## src/rtl/imm_extend_pipe_pkg.sv

```systemverilog
`default_nettype none
// ============================================================================
// Module      : imm_pkg
// Description : Shared definitions for the immediate generator. Holds the
//               format-select encodings, the buffer depth and the check that
//               rejects unsupported XLEN values at elaboration.
// Contents    : imm_sel_t      3-bit format select type
//               IMM_U..IMM_ILL format select encodings
//               IMM_BUF_DEPTH  elastic buffer depth
//               xlen_is_legal  returns 1 for XLEN 32 or 64
// Revision    : 1.0  initial release
// ============================================================================
package imm_pkg;

    typedef logic [2:0] imm_sel_t;

    localparam imm_sel_t IMM_U   = 3'b000;
    localparam imm_sel_t IMM_I   = 3'b001;
    localparam imm_sel_t IMM_SH  = 3'b010;
    localparam imm_sel_t IMM_S   = 3'b011;
    localparam imm_sel_t IMM_B   = 3'b100;
    localparam imm_sel_t IMM_J   = 3'b101;
    localparam imm_sel_t IMM_Z   = 3'b110;
    localparam imm_sel_t IMM_ILL = 3'b111;

    localparam int IMM_BUF_DEPTH = 2;

    function automatic bit xlen_is_legal(input int xlen);
        return (xlen == 32) || (xlen == 64);
    endfunction

endpackage
`default_nettype wire

```

## src/rtl/imm_extend_pipe_if.sv

```systemverilog
`default_nettype none
// ============================================================================
// Module      : imm_extend_pipe_if
// Description : Valid/ready bundle between decode, the immediate generator
//               and execute.
// Ports       : in_valid/in_ready/in_instr/in_sel/in_tag  upstream beat
//               out_valid/out_ready/out_imm/out_tag/out_err downstream beat
// Modports    : master  producer of input beats, consumer of results (bench)
//               slave   the immediate generator itself
// Revision    : 1.0  initial release
// ============================================================================
interface imm_extend_pipe_if
    import imm_pkg::*;
#(
    parameter int XLEN  = 32,
    parameter int TAG_W = 5
);

    logic             in_valid;
    logic             in_ready;
    logic [31:0]      in_instr;
    imm_sel_t         in_sel;
    logic [TAG_W-1:0] in_tag;

    logic             out_valid;
    logic             out_ready;
    logic [XLEN-1:0]  out_imm;
    logic [TAG_W-1:0] out_tag;
    logic             out_err;

    modport master (
        output in_valid, in_instr, in_sel, in_tag, out_ready,
        input  in_ready, out_valid, out_imm, out_tag, out_err
    );

    modport slave (
        input  in_valid, in_instr, in_sel, in_tag, out_ready,
        output in_ready, out_valid, out_imm, out_tag, out_err
    );

endinterface
`default_nettype wire

```

## src/rtl/imm_extend_pipe_core.sv

```systemverilog
`default_nettype none
// ============================================================================
// Module      : imm_extend_core
// Description : Purely combinational immediate extraction. Builds the 32-bit
//               immediate for the selected format, then sign- or zero-extends
//               it to XLEN. Select 111 yields zero with the error flag set.
// Ports       : i_instr  [31:0]      raw instruction word
//               i_sel    [2:0]       format select
//               o_imm    [XLEN-1:0]  extended immediate
//               o_err                illegal select
// Revision    : 1.0  initial release
// ============================================================================
module imm_extend_core
    import imm_pkg::*;
#(
    parameter int XLEN = 32
) (
    input  logic [31:0]     i_instr,
    input  imm_sel_t        i_sel,
    output logic [XLEN-1:0] o_imm,
    output logic            o_err
);

    // 32-bit form of the immediate; every signed format is already
    // sign-extended to bit 31 here, so widening to 64 only replicates bit 31.
    logic [31:0] w_val32;
    logic        w_signed;

    always_comb begin
        w_val32  = '0;
        w_signed = 1'b0;
        o_err    = 1'b0;
        case (i_sel)
            IMM_U: begin
                w_val32  = {i_instr[31:12], 12'b0};
                w_signed = 1'b1;
            end
            IMM_I: begin
                w_val32  = {{20{i_instr[31]}}, i_instr[31:20]};
                w_signed = 1'b1;
            end
            IMM_SH: begin
                // RV64 shift amounts are 6 bits wide, RV32 only 5.
                if (XLEN == 64) begin
                    w_val32 = {26'b0, i_instr[25:20]};
                end else begin
                    w_val32 = {27'b0, i_instr[24:20]};
                end
            end
            IMM_S: begin
                w_val32  = {{20{i_instr[31]}}, i_instr[31:25], i_instr[11:7]};
                w_signed = 1'b1;
            end
            IMM_B: begin
                w_val32  = {{19{i_instr[31]}}, i_instr[31], i_instr[7],
                            i_instr[30:25], i_instr[11:8], 1'b0};
                w_signed = 1'b1;
            end
            IMM_J: begin
                w_val32  = {{11{i_instr[31]}}, i_instr[31], i_instr[19:12],
                            i_instr[20], i_instr[30:21], 1'b0};
                w_signed = 1'b1;
            end
            IMM_Z: begin
                w_val32 = {27'b0, i_instr[19:15]};
            end
            default: begin
                o_err = 1'b1;
            end
        endcase
    end

    generate
        if (XLEN == 64) begin : g_xlen64
            assign o_imm = w_signed ? {{32{w_val32[31]}}, w_val32} : {32'b0, w_val32};
        end else begin : g_xlen32
            assign o_imm = w_val32;
        end
    endgenerate

    // The opcode field never contributes to an immediate, and the sign flag
    // is only consumed by the 64-bit widening path.
    logic w_unused;
    assign w_unused = ^{i_instr[6:0], w_signed};

endmodule
`default_nettype wire

```

## src/rtl/imm_extend_pipe.sv

```systemverilog
`default_nettype none
// ============================================================================
// Module      : imm_extend_pipe
// Description : Registered, flow-controlled immediate generator for decode.
//               Each accepted beat is extended combinationally and written
//               into a 2-entry circular buffer; all outputs are driven from
//               the buffer head, so nothing on the output side depends
//               combinationally on the input side.
// Ports       : clk       rising-edge clock
//               reset_n   asynchronous active-low reset
//               flush     synchronous flush, drops every buffered entry
//               bus       imm_extend_pipe_if.slave
//                           in_valid/in_ready/in_instr/in_sel/in_tag
//                           out_valid/out_ready/out_imm/out_tag/out_err
// Revision    : 1.0  initial release
// ============================================================================
module imm_extend_pipe
    import imm_pkg::*;
#(
    parameter int XLEN  = 32,
    parameter int TAG_W = 5
) (
    input  logic             clk,
    input  logic             reset_n,
    input  logic             flush,
    imm_extend_pipe_if.slave bus
);

    localparam logic [1:0] c_count_full = 2'd2;

    generate
        if (!xlen_is_legal(XLEN)) begin : g_bad_xlen
            $error("imm_extend_pipe: XLEN must be 32 or 64");
        end
    endgenerate

    // ------------------------------------------------------------------
    // Immediate extraction on the input side
    // ------------------------------------------------------------------
    logic [XLEN-1:0] w_imm;
    logic            w_err;

    imm_extend_core #(
        .XLEN (XLEN)
    ) u_core (
        .i_instr (bus.in_instr),
        .i_sel   (bus.in_sel),
        .o_imm   (w_imm),
        .o_err   (w_err)
    );

    // ------------------------------------------------------------------
    // Buffer state
    // ------------------------------------------------------------------
    logic [XLEN-1:0]  r_imm [IMM_BUF_DEPTH];
    logic [TAG_W-1:0] r_tag [IMM_BUF_DEPTH];
    logic             r_err [IMM_BUF_DEPTH];
    logic             r_wr_ptr;
    logic             r_rd_ptr;
    logic [1:0]       r_count;
    logic             r_in_ready;

    logic             w_out_valid;
    logic             w_push;
    logic             w_pop;
    logic [1:0]       w_count_nxt;

    assign w_out_valid = (r_count != 2'd0);
    // A beat offered during flush is discarded along with the buffer.
    assign w_push      = bus.in_valid & r_in_ready & ~flush;
    assign w_pop       = w_out_valid & bus.out_ready;

    always_comb begin
        w_count_nxt = r_count;
        if (flush) begin
            w_count_nxt = 2'd0;
        end else if (w_push && !w_pop) begin
            w_count_nxt = r_count + 2'd1;
        end else if (w_pop && !w_push) begin
            w_count_nxt = r_count - 2'd1;
        end
    end

    always_ff @(posedge clk or negedge reset_n) begin
        if (!reset_n) begin
            r_count    <= 2'd0;
            r_wr_ptr   <= 1'b0;
            r_rd_ptr   <= 1'b0;
            r_in_ready <= 1'b0;
            for (int k = 0; k < IMM_BUF_DEPTH; k++) begin
                r_imm[k] <= '0;
                r_tag[k] <= '0;
                r_err[k] <= 1'b0;
            end
        end else begin
            r_count    <= w_count_nxt;
            // Ready is precomputed from the next occupancy so it stays a
            // plain flop output, independent of out_ready in the same cycle.
            r_in_ready <= (w_count_nxt != c_count_full);
            if (flush) begin
                r_wr_ptr <= 1'b0;
                r_rd_ptr <= 1'b0;
            end else begin
                if (w_push) begin
                    r_imm[r_wr_ptr] <= w_imm;
                    r_tag[r_wr_ptr] <= bus.in_tag;
                    r_err[r_wr_ptr] <= w_err;
                    r_wr_ptr        <= ~r_wr_ptr;
                end
                if (w_pop) begin
                    r_rd_ptr <= ~r_rd_ptr;
                end
            end
        end
    end

    // ------------------------------------------------------------------
    // Outputs: head of the buffer. The head slot is never written while it
    // holds a valid entry, so the payload is stable under stall.
    // ------------------------------------------------------------------
    assign bus.in_ready  = r_in_ready;
    assign bus.out_valid = w_out_valid;
    assign bus.out_imm   = r_imm[r_rd_ptr];
    assign bus.out_tag   = r_tag[r_rd_ptr];
    assign bus.out_err   = r_err[r_rd_ptr];

endmodule
`default_nettype wire

```

## src/flat_wrapper.sv

```systemverilog
// flat-port wrapper written by rule: the top's interface ports become plain ports
module imm_extend_pipe_flat import imm_pkg::*;
#(
    parameter int XLEN  = 32,
    parameter int TAG_W = 5
)
  (clk, reset_n, flush, bus_in_valid, bus_in_instr, bus_in_sel, bus_in_tag, bus_out_ready, bus_in_ready, bus_out_valid, bus_out_imm, bus_out_tag, bus_out_err);
  imm_extend_pipe_if #(.XLEN(XLEN), .TAG_W(TAG_W)) bus_i ();
  input  logic clk;
  input  logic reset_n;
  input  logic flush;
  input wire logic [$bits(bus_i.in_valid)-1:0] bus_in_valid;
  input wire logic [$bits(bus_i.in_instr)-1:0] bus_in_instr;
  input wire logic [$bits(bus_i.in_sel)-1:0] bus_in_sel;
  input wire logic [$bits(bus_i.in_tag)-1:0] bus_in_tag;
  input wire logic [$bits(bus_i.out_ready)-1:0] bus_out_ready;
  output wire logic [$bits(bus_i.in_ready)-1:0] bus_in_ready;
  output wire logic [$bits(bus_i.out_valid)-1:0] bus_out_valid;
  output wire logic [$bits(bus_i.out_imm)-1:0] bus_out_imm;
  output wire logic [$bits(bus_i.out_tag)-1:0] bus_out_tag;
  output wire logic [$bits(bus_i.out_err)-1:0] bus_out_err;
  assign bus_i.in_valid = bus_in_valid;
  assign bus_i.in_instr = bus_in_instr;
  assign bus_i.in_sel = bus_in_sel;
  assign bus_i.in_tag = bus_in_tag;
  assign bus_i.out_ready = bus_out_ready;
  assign bus_in_ready = bus_i.in_ready;
  assign bus_out_valid = bus_i.out_valid;
  assign bus_out_imm = bus_i.out_imm;
  assign bus_out_tag = bus_i.out_tag;
  assign bus_out_err = bus_i.out_err;
  imm_extend_pipe #(.XLEN(XLEN), .TAG_W(TAG_W)) u_core (.clk(clk), .reset_n(reset_n), .flush(flush), .bus(bus_i));
endmodule
```

## config.mk

```make
export PLATFORM = sky130hd
export DESIGN_NAME = imm_extend_pipe_flat
export DESIGN_NICKNAME = d
export VERILOG_FILES = /design/src/rtl/imm_extend_pipe_pkg.sv /design/src/rtl/imm_extend_pipe_if.sv /design/src/rtl/imm_extend_pipe_core.sv /design/src/rtl/imm_extend_pipe.sv /design/src/flat_wrapper.sv
export SDC_FILE = /design/constraint.sdc
export NUM_CORES = 1
export LEC_CHECK = 0
export BUFFER_PORTS_ARGS = -buffer_cell sky130_fd_sc_hd__buf_2
export CORE_UTILIZATION = 55
export CTS_CLUSTER_DIAMETER = 80
export DETAILED_ROUTE_END_ITERATION = 8
export PLACE_DENSITY = 0.85
export SYNTH_ARGS = -nofsm -noshare
export SYNTH_HDL_FRONTEND = slang
export SYNTH_HIERARCHICAL = 1
export SYNTH_SLANG_ARGS = --single-unit
```

## constraint.sdc

```tcl
create_clock -name clk -period 4.7 [get_ports clk]
set_input_delay 0.235 -clock clk [delete_from_list [all_inputs] [get_ports clk]]
set_output_delay 0.235 -clock clk [all_outputs]
set_load 0.1 [all_outputs]
```

# Word level (Yosys, flattened, before mapping)
# Cells that the tools add are included.
# W data, S select, Z words.
[op_classes]
n_addsub = 2
order_cmp = 3
eq_ne = 7
n_mux = 27
bitwise_logic = 8
reduce_logical = 11
[op_table]
columns = ["cell", "count"]
rows = [
  ["$pmux W32 S7", 1],
  ["$mux W32", 4],
  ["$bwmux W64", 1],
  ["$demux W32 S1", 1],
  ["$mux W5", 4],
  ["$bwmux W10", 1],
  ["$eq A3 B3 Y1 const B", 3],
  ["$mux W1", 9],
  ["$reduce_or A7 Y1", 1],
  ["$eq A3 B2 Y1 const B", 2],
  ["$mux W2", 3],
  ["$reduce_bool A2 Y1", 3],
  ["$demux W5 S1", 1],
  ["$ge A2 B2 Y1 const B", 2],
  ["$not A1 Y2", 2],
  ["$and A1 B1 Y1", 3],
  ["$eq A3 B1 Y1 const B", 1],
  ["$logic_and A1 B1 Y1", 3],
  ["$logic_not A3 Y1", 1],
  ["$not A1 Y1", 3],
  ["$add A2 B1 Y2 const B", 1],
  ["$bwmux W2", 1],
  ["$logic_not A1 Y1", 2],
  ["$lt A2 B1 Y1 const B", 1],
  ["4 further kinds", 4],
]
[totals]
regBits = 81
inputBits = 45
output_inout_bits = 40

# Depth between registers and ports, before layout
# Gate-level depths: netlist of run 1.
[depth]
ltp_word = 8
depth_mapped = 7

# Hierarchy
# The synthesis of run 1 kept the hierarchy.
[modules_own_cells]
columns = ["module", "instances", "cells_each", "area_each_um2", "seq_area_each_um2"]
rows = [
  ["imm_extend_pipe", 1, 234, 3668.5, 2026.9],
  ["imm_extend_core", 1, 107, 748.2, 0.0],
]

# Worst setup path after synthesis of run 1
# Ideal clock, no wire load.
[synth_path]
path_kind = "register to register"
from = "register u_core.r_in_ready, in the netlist u_core/bus.in_ready"
to = "register u_core/r_imm[48] in the netlist's numbering"
arrival_time_ns = 1.980
setup_slack_ns = 2.593
path_stages_with_launch = 6
path_buffers = 2
path_cell_list = "dfrtp_1 -> nand2_2 -> nor3_2 -> buf_4 -> buf_6 -> mux2_1"
[synth_between]
elab_chain_len = 3
[synth_lines]
columns = ["element", "line_no", "source"]
rows = [
  ["start, declared", "imm_extend_pipe.sv:61", "logic r_in_ready;"],
  ["start signal, assigned", "imm_extend_pipe.sv:99", "r_in_ready <= (w_count_nxt != c_count_full);"],
  ["$and A1 B1 Y1 (2 in series)", "imm_extend_pipe.sv:70", "assign w_push = bus.in_valid & r_in_ready & ~flush;"],
  ["$reduce_and A2 Y1 (no source line)", "n/a", ""],
  ["end signal, assigned by index", "imm_extend_pipe.sv:105", "r_imm[r_wr_ptr] <= w_imm;"],
  ["end, declared", "imm_extend_pipe.sv:55", "logic [XLEN-1:0] r_imm [IMM_BUF_DEPTH];"],
]
# No other way between the ends.
# A chain may end at the register's enable or synchronous reset.

# Final worst setup path of run 1
[layout_path]
from = "register u_core.r_rd_ptr"
to = "output port bus_out_imm[20]"
[layout_between]
elab_chain_len = 4
[layout_lines]
columns = ["element", "line_no", "source"]
rows = [
  ["start, declared", "imm_extend_pipe.sv:59", "logic r_rd_ptr;"],
  ["start signal, assigned", "imm_extend_pipe.sv:111", "r_rd_ptr <= ~r_rd_ptr;"],
  ["$not A1 Y2 (implied by the code)", "imm_extend_pipe.sv:123", "assign bus.out_imm = r_imm[r_rd_ptr];"],
  ["$mux W32 (implied by the code) (3 in series)", "imm_extend_pipe.sv:123", ""],
  ["end, declared", "flat_wrapper.sv:19", "output wire logic [$bits(bus_i.out_imm)-1:0] bus_out_imm;"],
]
# No other way between the ends. The select of a mux whose other input is x is not followed.

==> run metrics, run 1 <==
status=completed; Clock Sinks=81; post_cts resized=0; Pleak=~2.4 nW; RD Place Congestion=0.802; register bit total from synthesis=81; Worst-path clk slew=80 ps; Cell Area, Synth=between 0.004 and 0.005 mm^2; Die X=91.6 um; CP Capture Type=primary output; Max Cap Violations=0; Critical R2R Launch=u_core/bus.in_ready; worst vdd ir=0.000448 V; nets=450; crit-path max FO=39; combinational share of power=52.4%; post-layout min period=2340 ps; Rows=32; drt drc=0; Buffers on Ports=77; switching pwr=between 1.5 and 2 mW; Hold Vio Cnt, Final=0; final worst slack=2360 ps; hold_buf cts=0; Worst Clk Skew=8.85 ps; vias in the first global route=2992; Net Sw Frac=49.7%; Tcrit/Tclk final=around 50%; DRT Wirelength=between 8000 and 9000 um; fillcell total=between 500 and 600; Warnings, synthesis=6; DRT iter0 DRCs=193; Rel. slew slack=between 30% and 40%; P&R area growth vs syn=12.3%; drt pass-1 iters=5; unrepaired setup endpoints after global routing=false; number of synthesized flops with an enable pin=0; HPWL Detailed=about 6000 um; first-pass GRT wire length=14800 um; clock latency on the worst-skew pair=340 ps; commonest cells after routing, fill and taps aside=dfrtp_1 (80), buf_2 (76), mux2_2 (76); area of the multi-input gates=0.00218 mm^2; FF+latch area=0.00203 mm^2; WP data required=4470 ps; Async SR Flop Fraction=100%; Worst EP arrival=2100 ps; Synth Instances=341; CTS HTree Levels=3; CORE AREA=roughly 0.0077 mm^2; Reg power frac=31.9%; Vias=2914; DRT antenna net count=0; Post-CTS Setup Bufs=0; initial antenna violation count=0; fmax=0.427 GHz; final setup violation count=0; synthesized area per cell=13.0 um^2; largest net degree at the start of global routing=82; pins over their slew limit=0; Die ar.=0.00839 mm^2; power share of the clock group=15.7%; Die Ht=91.6 um; num ports=between 80 and 90; CP startpoint kind=register; clock buffer depth=2; Worst Setup SP=u_core/r_rd_ptr; internal power=1.75 mW; Global Route Usage Sum=22.6%; final core occ=64.2%; Syn Nets=about 390; CTS Buf Count=9; routed len/inst=~18 um; sequential fraction of the synthesis area=45.9%; CTS root buffer=clkbuf_8; share of cells above drive strength 1=50.1%; final setup TNS=0 ps; Synth cell types=41; Worst-Margin Slew=999 ps; commonest non-fill, non-tap cell in the layout=dfrtp_1; vias per cell=5.70; ys flop type=dfrtp_1; Worst Hold Class=input port to async pin; starting density of the core=57.2%; Post-Place Worst Slack=2600 ps; Pwr per Cell Area=703 mW/mm^2; CP Class=register to primary output; ant diodes=0; total gr overflow=0; TritonCTS clock tree=built
==> cell families (layout without fill, tap and decap cells) <==
logic type	count (synthesis)	in the layout	share of synthesized area, %
simple gates	45	45	6.40
xor+xnor	3	3	0.595
mux	122	122	33.1
fa+ha+maj	1	1	0.283
flops	81	81	45.9
compound gates	58	58	8.75
buf+inv	31	99	4.99
==> registers in the layout, summed over array words and instances (netlist names) <==
signal,count
u_core/r_imm,64
u_core/r_tag,10
u_core/r_count,2
u_core/r_err,2
u_core/bus.in_ready,1
u_core/r_rd_ptr,1
u_core/r_wr_ptr,1
==> per-layer routing <==
layer | GRT usage (%) | part of all wire (%) | up-vias
met1 | 29.6 | 44 | 1469
met2 | 36.7 | 50 | 66
met4 | 11.6 | 2.7 | 0
li1 | - | - | 1360
met3 | 2.99 | 3.3 | 19
met5 | 0 | 0 | -
==> power groups by stage <==
stage / clock network [mW] / registers [mW] / logic (mW)
after CTS: 0.556 / 1.11 / 1.83
after floorplan: 0 / 1.05 / 1.71
after detailed placement: 0 / 1.13 / 1.83
final: 0.546 / 1.11 / 1.83
after global placement: 0 / 1.10 / 1.80
after global routing: 0.590 / 1.15 / 1.89
==> metrics by stage <==
| step | hold WS [ps] | power (mW) | cells | area (um^2) |
|---|---|---|---|---|
| after floorplan | -60.6 | 2.76 | 341 | 4420 |
| after global placement | 446 | 2.91 | 495 | 4750 |
| after CTS | 86.2 | 3.50 | 511 | 4960 |
| after global routing | 112 | 3.63 | 511 | 4960 |
| after detailed placement | 471 | 2.95 | 495 | 4750 |
| final | 60.2 | 3.49 | 511 | 4960 |
==> worst paths after layout <==
kind                       cells past startpoint               end  slack [ps]
max                                            2   bus_out_imm[20]        2360
min                                            1  u_core/r_imm[40]          60
max reg2reg                                    4  u_core/r_imm[38]        2580
min reg2reg                                    1   u_core/r_tag[7]         490
max in group asynchronous                      1   u_core/r_rd_ptr        3960
min in group clk                               2   u_core/r_tag[8]         120
==> cells in the mapped netlist (all sizes together), types with 2 or more instances <==
cell | n | share of area, %
mux2 | 120 | 33
dfrtp | 81 | 46
a21oi | 27 | 3.1
buf | 25 | 4.5
o21ai | 12 | 1.4
nand2b | 10 | 1.4
nor2b | 9 | 1.4
and2 | 7 | 0.99
o221ai | 7 | 1.4
nor2 | 6 | 0.68
a221oi | 5 | 1.6
nand2 | 5 | 0.60
inv | 4 | 0.34
clkbuf | 2 | 0.17
mux2i | 2 | 0.45
nand3 | 2 | 0.23
xnor2 | 2 | 0.40
==> worst max-delay path, cell delays in order, from the launching register on <==
cell and delay (ps):
dfrtp_2 1000, mux2_2 330, buf_2 430
==> final cells by class <==
class | instances | area share (%)
Clock buffer | 11 | 2.65
Clock inverter | 5 | 1.61
Timing Repair Buffer | 79 | 8.12
Tap cell | 102 | 2.57
Inverter | 4 | 0.303
Sequential cell | 81 | 40.9
Multi-Input combinational cell | 229 | 43.9
No activity file was read; power rests on OpenSTA's default activity.
==> run 2: changes to the inputs <==
- clock period: 4.7 -> 2.32 ns (I/O delays scaled with it)
==> run 2 against run 1 <==
Effect of this change:
- critical path depth increased by 1
- clock power is 100% higher
- die area is the same
- worst hold slack worse by 44 ps
- register-to-register slack got worse by 2000 ps
- cell count rose by 1.6%
- non-clock buffer count grew 8
- critical path type unchanged
==> run metrics, run 2 (same netlist as run 1, synthesis figures left out) <==
status=completed (unchanged); largest registers=u_core/r_imm x64, u_core/r_tag x10 (unchanged); Worst Hold End=u_core/r_tag[4]; max reg flops=64 (unchanged); CP startpoint kind=register (unchanged); final setup violation count=0 (unchanged); Vias=2914 (unchanged); P&R area growth vs syn=14.6% (was 12.3%); Worst-path clk slew=80 ps (about the same); drt pass-1 iters=4 (was 5); Critical R2R Launch=u_core/r_count[0] (was u_core/bus.in_ready); ant diodes=0 (unchanged); DRT antenna net count=0 (unchanged); commonest cells after routing, fill and taps aside=dfrtp_1 (80), buf_2 (76), mux2_2 (76) (unchanged); num ports=85 (unchanged); Crit path max-delay family=buffers and inverters (was flip-flops); Rel. slew slack=60.5% (was 33.4%); post-layout min period=1810 ps; internal power=3.58 mW (was 1.75 mW); post_cts resized=0 (unchanged); CTS root buffer=clkbuf_8 (unchanged); Tcrit/Tclk final=78.0%; Total Power=7.09 mW (was 3.49 mW); drt drc=0 (unchanged); DRT iter0 DRCs=230 (was 193); Worst-Margin Slew=592 ps (was 999 ps); CORE AREA=0.00773 mm^2 (unchanged); HPWL Detailed=6090 um (was 6000 um); TritonCTS clock tree=built (unchanged); CP max-delay cell=mux2_2 (was dfrtp_2); Rows=32 (unchanged); worst hold stages=2; power share of the clock group=15.4% (was 15.7%); Die X=91.6 um (unchanged); final cell count without fillers=519 (was 511); RD Place Congestion=0.797 (was 0.802); pins over their slew limit=0 (unchanged); Worst EP arrival=1690 ps (was 2100 ps); WHS=15.9 ps (was 60.2 ps); Worst Hold Launch=bus_in_tag[4]; switching pwr=3.51 mW (was 1.73 mW); Clock Sinks=81 (unchanged); fmax=~0.55 GHz; Max Cap Violations=0 (unchanged); hold_buf cts=5 (was 0); final setup TNS=0 ps (unchanged); fillcell total=593 (was 599); Die Ht=91.6 um (unchanged); worst vdd ir=0.000893 V (was 0.000448 V); largest net degree at the start of global routing=47 (was 82); share of cells above drive strength 1=49.4% (was 50.1%); Buffers on Ports=77 (unchanged); routed len/inst=17.2 um (was 17.5 um); initial antenna violation count=0 (unchanged); WP buf/inv=2 (was 1); DRT Wirelength=8940 um (about the same); nets=458 (was 450); commonest non-fill, non-tap cell in the layout=dfrtp_1 (unchanged); CP Capture Type=primary output (unchanged); CP Depth=3 (was 2); Pleak=2.43 nW (was 2.38 nW); CTS HTree Levels=3 (unchanged); cells along the critical path=buf_4 -> mux2_2 -> buf_2 (was mux2_2 -> buf_2); CTS Buf Count=9 (unchanged); Hold Vio Cnt, Final=0 (unchanged); R2R depth=5 (was 4); r2r setup slk=630 ps (was 2580 ps); Reg power frac=30.8% (was 31.9%); Worst Clk Skew=5.98 ps (was 8.85 ps); Global Route Usage Sum=23.4% (was 22.6%); total gr overflow=0 (unchanged); worst stage delay on the critical path=390 ps (was 1000 ps); starting density of the core=57.2% (unchanged); unrepaired setup endpoints after global routing=false (unchanged); Worst Hold Class=input port to register (was input port to async pin); vias in the first global route=3078 (was 2992); dpl cells=498 (was 495); Largest Register=u_core/r_imm (unchanged); clock latency on the worst-skew pair=340 ps (about the same); Die ar.=0.00839 mm^2 (unchanged); vias per cell=5.61 (was 5.70); CP Class=register to primary output (unchanged); RR Endpoint=u_core/bus.in_ready (was u_core/r_imm[38]); crit-path max FO=21 (was 39); combinational share of power=53.8% (was 52.4%); Placed Area=0.00481 mm^2 (was 0.00475 mm^2); Worst Setup SP=u_core/r_rd_ptr (unchanged); Final Instance Area=0.00506 mm^2 (was 0.00496 mm^2); first-pass GRT wire length=15300 um (was 14800 um); Pwr per Cell Area=1400 mW/mm^2 (was 703 mW/mm^2); Net Sw Frac=49.5% (was 49.7%); Post-CTS Setup Bufs=0 (unchanged); WP data required=2200 ps (was 4470 ps); clock buffer depth=2 (unchanged)
[run 2: changes by cell type in the layout (fill, tap and decap cells not counted)]
cell           change
buf_12             +3
clkinvlp_4         -2
dlygate4sd3_1      +5
clkbuf_1           +2
[run 2: power groups by stage]
stage,registers [mW],clock network (mW),logic (mW)
5_1_grt,2.25,1.19,3.96
2_1_floorplan,2.13,0,3.46
4_1_cts,2.18,1.11,3.83
6_report,2.19,1.09,3.81
3_3_place_gp,2.16,0,3.76
3_5_place_dp,2.21,0,3.81
[run 2: worst max path at each step]
stage	to	slack (ps)
2_1_floorplan	u_core/r_imm[48]	210
3_3_place_gp	u_core/r_imm[43]	650
3_5_place_dp	u_core/r_imm[43]	600
4_1_cts	bus_out_imm[21]	490
5_1_grt	bus_out_imm[21]	430
6_report	bus_out_imm[21]	510
[run 2: area by class of cell]
cell class / count / area [um^2] / share of cell area, %
repair buffers: 87 / 513 / 10.1
inverters: 4 / 15.0 / 0.297
well taps: 102 / 128 / 2.52
clock buffers: 13 / 139 / 2.74
flip-flops and latches: 81 / 2030 / 40.1
multi-input cells: 229 / 2180 / 43.0
clock inverters: 3 / 65.1 / 1.28
[run 2: per-layer routing]
layer  share of wire, %  GRT usage, %  up-vias
met5                  0             0        -
met4               0.97          7.94        0
met3                3.7          4.98        8
met2                 51          38.9       67
met1                 44          30.4     1466
li1                   -             -     1373
[run 2: metrics by stage]
stage	utilization [%]	setup slack (ps)
global route	65.5	435
floorplan	-	213
global placement	62.2	651
finish	65.5	510
CTS	65.5	493
detailed placement	62.2	597
==> run 3: changes to the inputs <==
- ABC_AREA: not set -> 1
- PLACE_DENSITY: 0.85 -> 0.86
- clock period: 2.32 -> 1.7 ns (I/O delays scaled with it)
==> run 3 against run 2 <==
Effect of this change:
- clock power grew 33%
- core utilization increased by 5.1 points
- count of clock-buffer cells in the layout grew 1
- global-route usage rose by 3.2 points
- worst hold slack lost 6.1 ps
- clock skew fell by 0.68 ps
- via count grew 32%
- synthesized cell count grew 63%
- sequential power is 29% higher
- critical path type unchanged
- largest power group unchanged
- highest routed layer unchanged
==> run metrics, run 3 <==
TritonCTS clock tree=built (unchanged); P&R area growth vs syn=24.1% (was 14.6%); CP Class=register to primary output (unchanged); worst hold stages=3 (was 2); Pleak=2.76 nW (was 2.43 nW); synthesized area per cell=7.41 um^2 (was 13.0 um^2); largest registers=u_core/r_imm x64, u_core/r_tag x10 (unchanged); initial antenna violation count=0 (unchanged); largest cells by area after synthesis=dfrtp_1 (49%), nand2_1 (22%), o21ai_0 (5.7%) (was dfrtp_1 (46%), mux2_2 (19%), mux2_4 (8.2%)); top-count cell post-synth=nand2_1 (was dfrtp_1); clock buffer depth=2 (unchanged); Synth Instances=557 (was 341); status=completed (unchanged); Hold Vio Cnt, Final=0 (unchanged); final setup TNS=0 ps (unchanged); Clock Sinks=81 (unchanged); CP max-delay cell=dfrtp_1 (was mux2_2); CP most frequent cell=nand2_1; CTS HTree Levels=3 (unchanged); Worst Clk Skew=5.30 ps (was 5.98 ps); Rel. slew slack=68.1% (was 60.5%); cells along the critical path=inv_2 -> clkbuf_16 -> nand2_1 -> nand2_1 -> buf_6 (was buf_4 -> mux2_2 -> buf_2); commonest cells in the netlist=nand2_1 (239), dfrtp_1 (81), inv_1 (59) (was dfrtp_1 (81), mux2_2 (76), a21oi_1 (27)); total gr overflow=0 (unchanged); Crit path max-delay family=buffers and inverters (unchanged); Worst Setup SP=u_core/r_rd_ptr (unchanged); final setup violation count=0 (unchanged); CTS root buffer=clkbuf_8 (unchanged); Max Cap Violations=0 (unchanged); Total Power=8.55 mW (was 7.09 mW); R2R depth=9 (was 5); number of synthesized flops with an enable pin=0 (unchanged); Buffers on Ports=77 (unchanged); nets=671 (was 458); CP Capture Type=primary output (unchanged); Worst Hold End=u_core/r_tag[3] (was u_core/r_tag[4]); Worst-Margin Slew=483 ps (was 592 ps); Worst Hold Launch=bus_in_tag[3] (was bus_in_tag[4]); Critical R2R Launch=u_core/r_count[0] (unchanged); DRT iter0 DRCs=339 (was 230); register bit total from synthesis=81 (unchanged); Largest Register=u_core/r_imm (unchanged); WP data required=1620 ps (was 2200 ps); RR Endpoint=u_core/bus.in_ready (unchanged); Worst EP arrival=1540 ps (was 1690 ps); Worst Hold Class=input port to register (unchanged); RD Place Congestion=0.927 (was 0.797); commonest cells after routing, fill and taps aside=nand2_1 (237), dfrtp_1 (80), inv_1 (55) (was dfrtp_1 (80), buf_2 (76), mux2_2 (76)); Vias=3837 (was 2914); Die Ht=88.6 um (was 91.6 um); routed len/inst=13.7 um (was 17.2 um); crit-path max FO=20 (was 21); vias in the first global route=3502 (was 3078); Post-CTS Setup Bufs=0 (unchanged); Warnings, synthesis=6 (unchanged); area leader, netlist=dfrtp_1 (unchanged); ys flop type=dfrtp_1 (unchanged); Die ar.=0.00786 mm^2 (was 0.00839 mm^2); max reg flops=64 (unchanged); post-layout min period=1620 ps; clock latency on the worst-skew pair=350 ps (was 340 ps); sequential fraction of the synthesis area=49.1% (was 45.9%); Rows=31 (was 32); Syn Nets=603 (was 387); Yosys top cell area share=49.1% (was 45.9%); CORE AREA=0.00725 mm^2 (was 0.00773 mm^2); pins over their slew limit=0 (unchanged); DRT antenna net count=0 (unchanged); HPWL Detailed=6310 um (was 6090 um); CP startpoint kind=register (unchanged); CTS Buf Count=9 (unchanged); WP buf/inv=3 (was 2); largest net degree at the start of global routing=78 (was 47); drt drc=0 (unchanged); unrepaired setup endpoints after global routing=false (unchanged); commonest non-fill, non-tap cell in the layout=nand2_1 (was dfrtp_1); Pwr per Cell Area=1670 mW/mm^2 (was 1400 mW/mm^2); Cell Area, Synth=0.00413 mm^2 (was 0.00442 mm^2); vias per cell=5.26 (was 5.61); final core occ=70.6% (was 65.5%); Synth cell types=25 (was 41); Global Route Usage Sum=26.6% (was 23.4%); DRT Wirelength=9990 um (was 8940 um); first-pass GRT wire length=15800 um (was 15300 um); share of cells above drive strength 1=19.7% (was 49.4%); drt pass-1 iters=5 (was 4); Die X=88.6 um (was 91.6 um); ant diodes=0 (unchanged); num ports=85 (unchanged); Async SR Flop Fraction=100% (unchanged); worst vdd ir=0.000805 V (was 0.000893 V); starting density of the core=56.9% (was 57.2%); fmax=0.617 GHz; Worst-path clk slew=80 ps (about the same); r2r setup slk=330 ps (was 630 ps); worst stage delay on the critical path=440 ps (was 390 ps); Tcrit/Tclk final=a little over nine tenths
-- run 3: changes by cell type after synthesis, sizes merged, moves of 12 or more --
cell and delta:
o21ai +73, nor2 +16, clkbuf +12, inv +59, nand3 +21, a21oi -26
nand2 +238, mux2 -120
-- run 3: power breakdown --
| group | total, mW | switching [mW] | internal [mW] |
|---|---|---|---|
| Combinational | 4.27 | 3.12 | 1.15 |
| Clock | 1.45 | 0.653 | 0.799 |
| Sequential | 2.83 | 0.326 | 2.50 |
-- run 3: worst min-delay path, stage by stage --
cell	delay, ps
buf_2	90
inv_1	60
o21ai_0	80
-- run 3: routing by layer --
layer / share of wire, % / routed length [um] / vias to the layer above / track usage, %
met4: 2.9 / 291 / 0 / 13.8
met2: 50 / 5020 / 165 / 45.0
met5: 0 / 0 / - / 0
met3: 5.9 / 590 / 27 / 3.73
li1: - / - / 1851 / -
met1: 41 / 4100 / 1794 / 33.3
-- run 3: through the flow --
stage	instances	hold WS (ps)	instance area [um^2]	setup slack [ps]
global route	729	7.95	5120	7.10
global placement	708	42.7	4740	303
floorplan	557	-211	4150	0.281
detailed placement	708	54.8	4740	283
CTS	728	2.44	5070	0.847
finish	729	9.83	5120	78.1
-- run 3: cell families (layout without fill, tap and decap cells) --
group | Yosys count | in the layout | synth area share [%]
adder cells (fa/ha/maj) | 1 | 1 | 0.303
AO/OA/AOI/OAI | 86 | 86 | 11.2
AND/OR/NAND/NOR | 295 | 295 | 28.7
flip-flops | 81 | 81 | 49.1
buffers and inverters | 94 | 167 | 10.8
-- run 3: final cells by class --
class / count / area [um^2]
clock inverters: 2 / 35.0
repair buffers: 88 / 847
multi-input cells: 382 / 1670
fillers: 546 / 2130
flip-flops and latches: 81 / 2030
inverters: 63 / 243
clock buffers: 14 / 173
well taps: 99 / 124
-- run 3: timing repair --
action,CTS,global route
endpoints found under the hold margin,36,0
hold buffers,4,0
cloned,0,1
resized for setup,30,8
setup endpoints to repair,26,29
-- run 3: worst max path at each step --
stage                 endpoint  slack (ps)  depth (start not counted)
2_1_floorplan   bus_out_imm[0]         0.3                          4
3_3_place_gp    bus_out_imm[9]         300                          5
3_5_place_dp   bus_out_imm[30]         280                          5
4_1_cts         bus_out_imm[0]         0.8                          5
5_1_grt         bus_out_tag[4]           7                          5
6_report        bus_out_imm[0]          80                          5
